$ cat config.mk
export PLATFORM = sky130hd
export DESIGN_NAME = shift_reg_piso_tx
export DESIGN_NICKNAME = d
export VERILOG_FILES = /design/src/rtl/shift_reg_piso_tx.sv
export SDC_FILE = /design/constraint.sdc
export NUM_CORES = 1
export LEC_CHECK = 0
export CORE_AREA = 2 2 39 41
export DETAILED_ROUTE_END_ITERATION = 12
export DIE_AREA = 0 0 41 43
export PLACE_DENSITY = 0.59
export SETUP_SLACK_MARGIN = 0.2
export SYNTH_ARGS = -nofsm -noshare
export SYNTH_HDL_FRONTEND = slang
export SYNTH_SLANG_ARGS = --single-unit
$ cat constraint.sdc
create_clock -name clk -period 1.4 [get_ports clk]
set_clock_uncertainty 0.05 [all_clocks]
set_input_delay 0.28 -clock clk [delete_from_list [all_inputs] [get_ports clk]]
set_output_delay 0.28 -clock clk [all_outputs]
set_load 0.01 [all_outputs]
$ cat src/rtl/shift_reg_piso_tx.sv
// Parallel-in, serial-out transmitter: accepts a word on a valid/ready handshake
// and shifts it out one bit per clock with frame_start/done strobes.
module shift_reg_piso_tx #(
    parameter int WIDTH     = 4,
    parameter bit MSB_FIRST = 1'b1
) (
    input  logic             clk,
    input  logic             reset,
    input  logic [WIDTH-1:0] din,
    input  logic             load_valid,
    output logic             load_ready,
    output logic             sdo,
    output logic             sdo_valid,
    output logic             frame_start,
    output logic             done
);

    localparam int CW = (WIDTH > 1) ? $clog2(WIDTH) : 1;
    localparam logic [CW-1:0] LAST = CW'(WIDTH - 1);

    typedef enum logic {
        IDLE  = 1'b0,
        SHIFT = 1'b1
    } state_t;

    state_t           state;
    logic [WIDTH-1:0] shreg;
    logic [CW-1:0]    cnt;
    logic             active;
    logic             last_bit;
    logic             accept;
    logic             head_bit;

    assign active   = (state == SHIFT);
    assign last_bit = active && (cnt == LAST);
    assign accept   = load_valid && load_ready;
    assign head_bit = MSB_FIRST ? shreg[WIDTH-1] : shreg[0];

    always_ff @(posedge clk) begin
        if (reset) begin
            state <= IDLE;
            shreg <= '0;
            cnt   <= '0;
        end else if (accept) begin
            // A word arriving on the last bit chains straight into a new frame.
            state <= SHIFT;
            shreg <= din;
            cnt   <= '0;
        end else if (active) begin
            shreg <= MSB_FIRST ? {shreg[WIDTH-2:0], 1'b0} : {1'b0, shreg[WIDTH-1:1]};
            if (cnt == LAST) begin
                state <= IDLE;
                cnt   <= '0;
            end else begin
                cnt <= cnt + 1'b1;
            end
        end
    end

    // Outputs come from registered state only; reset gates them low immediately.
    assign load_ready  = !reset && (!active || last_bit);
    assign sdo         = !reset && active && head_bit;
    assign sdo_valid   = !reset && active;
    assign frame_start = !reset && active && (cnt == '0);
    assign done        = !reset && last_bit;

endmodule

After elaboration in Yosys (flattened, before gate mapping)
Index checks and enable logic that the tools add are counted.
Word-level totals
  register bits after elaboration: 7
  logic and storage cells: 24
  output and inout port bits: 5
Operators by class
  eq/ne operators: 1
  mux-type cells: 6
  add/sub/neg operators: 1
  reductions and logical operators: 13
Operators by type and width (count)
  two-way mux 4 bit: 2
  logical AND 1 bit: 7
  two-way mux 1 bit: 3
  adder 2 x 1 -> 2 bit, second input constant: 1
  == test 2 bit, second input constant: 1
  logical NOT 1 bit: 2
  logical NOT 2 bit: 1
  two-way mux 2 bit: 1
  nonzero test 2 bit: 1
  OR reduction 2 bit: 1
  logical OR 1 bit: 1

Logic depth before layout (Yosys ltp)
  word-level depth: 6
  gate-level depth with buffers: 4
  gate-level depth less buffers: 4

Worst setup path before layout
OpenSTA, ideal clock, no wires.
  path type: register to output
  from: register cnt[0]
  to: output port load_ready
  path slack: 0.136 ns
  arrival time: 0.934 ns
  cell stages (with the launch flop): 4
  cell sequence: dfxtp_1 ha_1 and2b_2 nor2_1
On the way
  cells in the longest elaborated chain, start to end: 4
RTL lines
  from (decl): RTL line 28  | logic [CW-1:0] cnt;
  from (signal assigned): RTL line 55  | cnt <= cnt + 1'b1;
  == test 2 bit: RTL line 35  | assign last_bit = active && (cnt == LAST);
  logical AND 1 bit: RTL line 35
  logical OR 1 bit: RTL line 61  | assign load_ready = !reset && (!active || last_bit);
  logical AND 1 bit: RTL line 61
  to (decl): RTL line 11  | output logic load_ready,
No other way between the ends.

Worst setup path after layout
Same ends and word-level chain as after synthesis.

==> metrics <==
RSZ-0062 raised after global routing=yes; Fin. Hold Viols=0; synth warn=0; Critical Path AT=1150 ps; global route overflow=0; Maximum Capacitance Violations=0; Worst Max-Slew Pin Slew=315 ps; fin crit share=1.05; Via density=4.48; Async SR Flop Fraction=0; maximum clock rate=0.677 GHz; H-tree depth=1; worst-path maximum fanout=2; Post-Syn Area=394 um2; Ant. Diodes=0; antenna violations before repair=0; number of synthesized flops with an enable pin=0; placer congestion estimate=0.647; worst path required time=1070 ps; startpoint types=flip-flop; clock root buffer=clkbuf_4; worst skew pair latency=260 ps; Hold Path Class=primary input to flip-flop; hold buffer count at CTS=0; Primary FF master, synth=dfxtp_1; pin count of the biggest net entering global routing=10; P_leak=0.289 nW; 1st-pass router iterations=3; clock sinks=7; Final Setup Violations=4; clk buf depth=2; Slew Limit Fails=0; global-route wire length before repair=1440 um; Initial Util=0.285; vias in the first global route=364; post-DR wirelength/cell=10.1 um; Total GRT Usage=0.134; failing checks=setup timing; Routed Antenna Nets=0; final wirelength=837 um; share of layout cells above drive strength 1=0.522; die area=1760 um2; synth top area cells=dfxtp_1 36%, mux2i_1 10%, a221oi_1 6.7%; critical path class=flip-flop to output pin; #FFs+latches synth=7; Clk pin slew, worst setup/hold paths=60 ps; Post-Syn Instances=43; Synth cell types=20; Num CTS Buffers=3; die height=43 um; status=complete, but fails checks; Layout Nets=77; leading area contributor after synthesis=dfxtp_1; sequential share of the synthesized area=0.356; Pwr per Cell Area=811 nW/um2; DRC Markers=0; fin crit period=1480 ps; area share of the largest cell type after synthesis=0.356; Syn Area/Cell=9.17 um2; I/O Buffers=11; CTS tree=done; synth-to-layout area growth=70.5%; nature of the critical path endpoint=output pin; Core ar.=1380 um2; Final Core Density=0.486; Final HPWL DP=564 um; VDD IR max=355 uV; row cnt=14; Slew headroom=0.790; Final WS setup=-76.4 ps; vias=372; Mapped Nets=52; Hold WS=390 ps; I/O Pins=12; DIE WIDTH=41 um; initial drt markers=11
-- per-layer routing --
metal / wire [um] / vias up / GRT usage
li1: - / 195 / -
met1: 349 / 159 / 0.133
met2: 393 / 13 / 0.194
met3: 47 / 5 / 0.0471
met4: 47 / 0 / 0.140
met5: 0 / - / 0
-- area by class of cell --
class	count	area [um2]
Timing Repair Buffer	23	213
Sequential cell	7	144
Multi-Input combinational cell	30	258
Clock buffer	4	26.3
Fill cell	140	712
Tap cell	16	20.0
Inverter	3	11.3
-- critical path: stages (launching register included) --
cell	delay, ps
dfxtp_2	350
ha_4	130
and2b_2	230
nor2_4	80
buf_6	100
-- Yosys cell counts (all sizes together) (2+ instances only) --
master / number
dfxtp: 7
a221oi: 3
ha: 2
inv: 3
clkbuf: 2
nor2: 6
mux2i: 4
nor2b: 3
a21oi: 2
and2: 3
-- cell families (layout without fill, tap and decap cells) --
| kind of cell | count (synthesis) | in the layout | synth area share |
|---|---|---|---|
| flip-flops | 7 | 7 | 0.356 |
| buffers and inverters | 6 | 30 | 0.0793 |
| AO/OA/AOI/OAI | 7 | 7 | 0.130 |
| AND/OR/NAND/NOR | 17 | 17 | 0.270 |
| adder cells (fa/ha/maj) | 2 | 2 | 0.0635 |
| multiplexers | 4 | 4 | 0.102 |
-- flip-flops by register name, indices dropped and copies added (netlist names) --
signal  count
active      1
cnt         2
shreg       4
-- stage by stage --
stage	instance area, um2	power, W	instances	TNS (ps)	setup WS, ps
3_5_place_dp	579	0.000338	75	-2390	-480
3_3_place_gp	579	0.000338	75	-2400	-474
2_1_floorplan	410	0.000290	43	0	196
6_report	672	0.000545	83	-203	-76.4
5_1_grt	672	0.000579	83	-414	-133
4_1_cts	651	0.000545	82	-266	-96.4
-- final timing paths --
check                   startpoint                    end  slack (ps)  cells after the start
min                     load_valid      active$_SDFF_PP0_         390                      3
max reg2reg    cnt[0]$_SDFFE_PP0P_      active$_SDFF_PP0_         180                      6
min reg2reg  shreg[0]$_SDFFE_PP0P_  shreg[0]$_SDFFE_PP0P_         460                      2
max            cnt[0]$_SDFFE_PP0P_             load_ready         -80                      4
-- where the power goes --
group	switching, W	total [W]	internal (W)
Clock	0.0000822	0.000191	0.000109
Combinational	0.0000509	0.000130	0.0000795
Sequential	0.00000911	0.000223	0.000214
-- repair_timing --
action,CTS,global route
pin swaps,3,0
setup endpoints to repair,8,10
buffers inserted,3,1
gates resized for setup,34,5
-- placed cells by master (no fill, tap or decap), drive strengths merged, types with 2 or more instances in the layout --
cell type and n:
mux2i 4, inv 3, clkdlybuf4s50 4, clkbuf 4
dfxtp 7, buf 17, and2 3, ha 2
nor2b 3, a221oi 3, nor2 6, a21oi 2
Power figures use the tool's default switching activity.
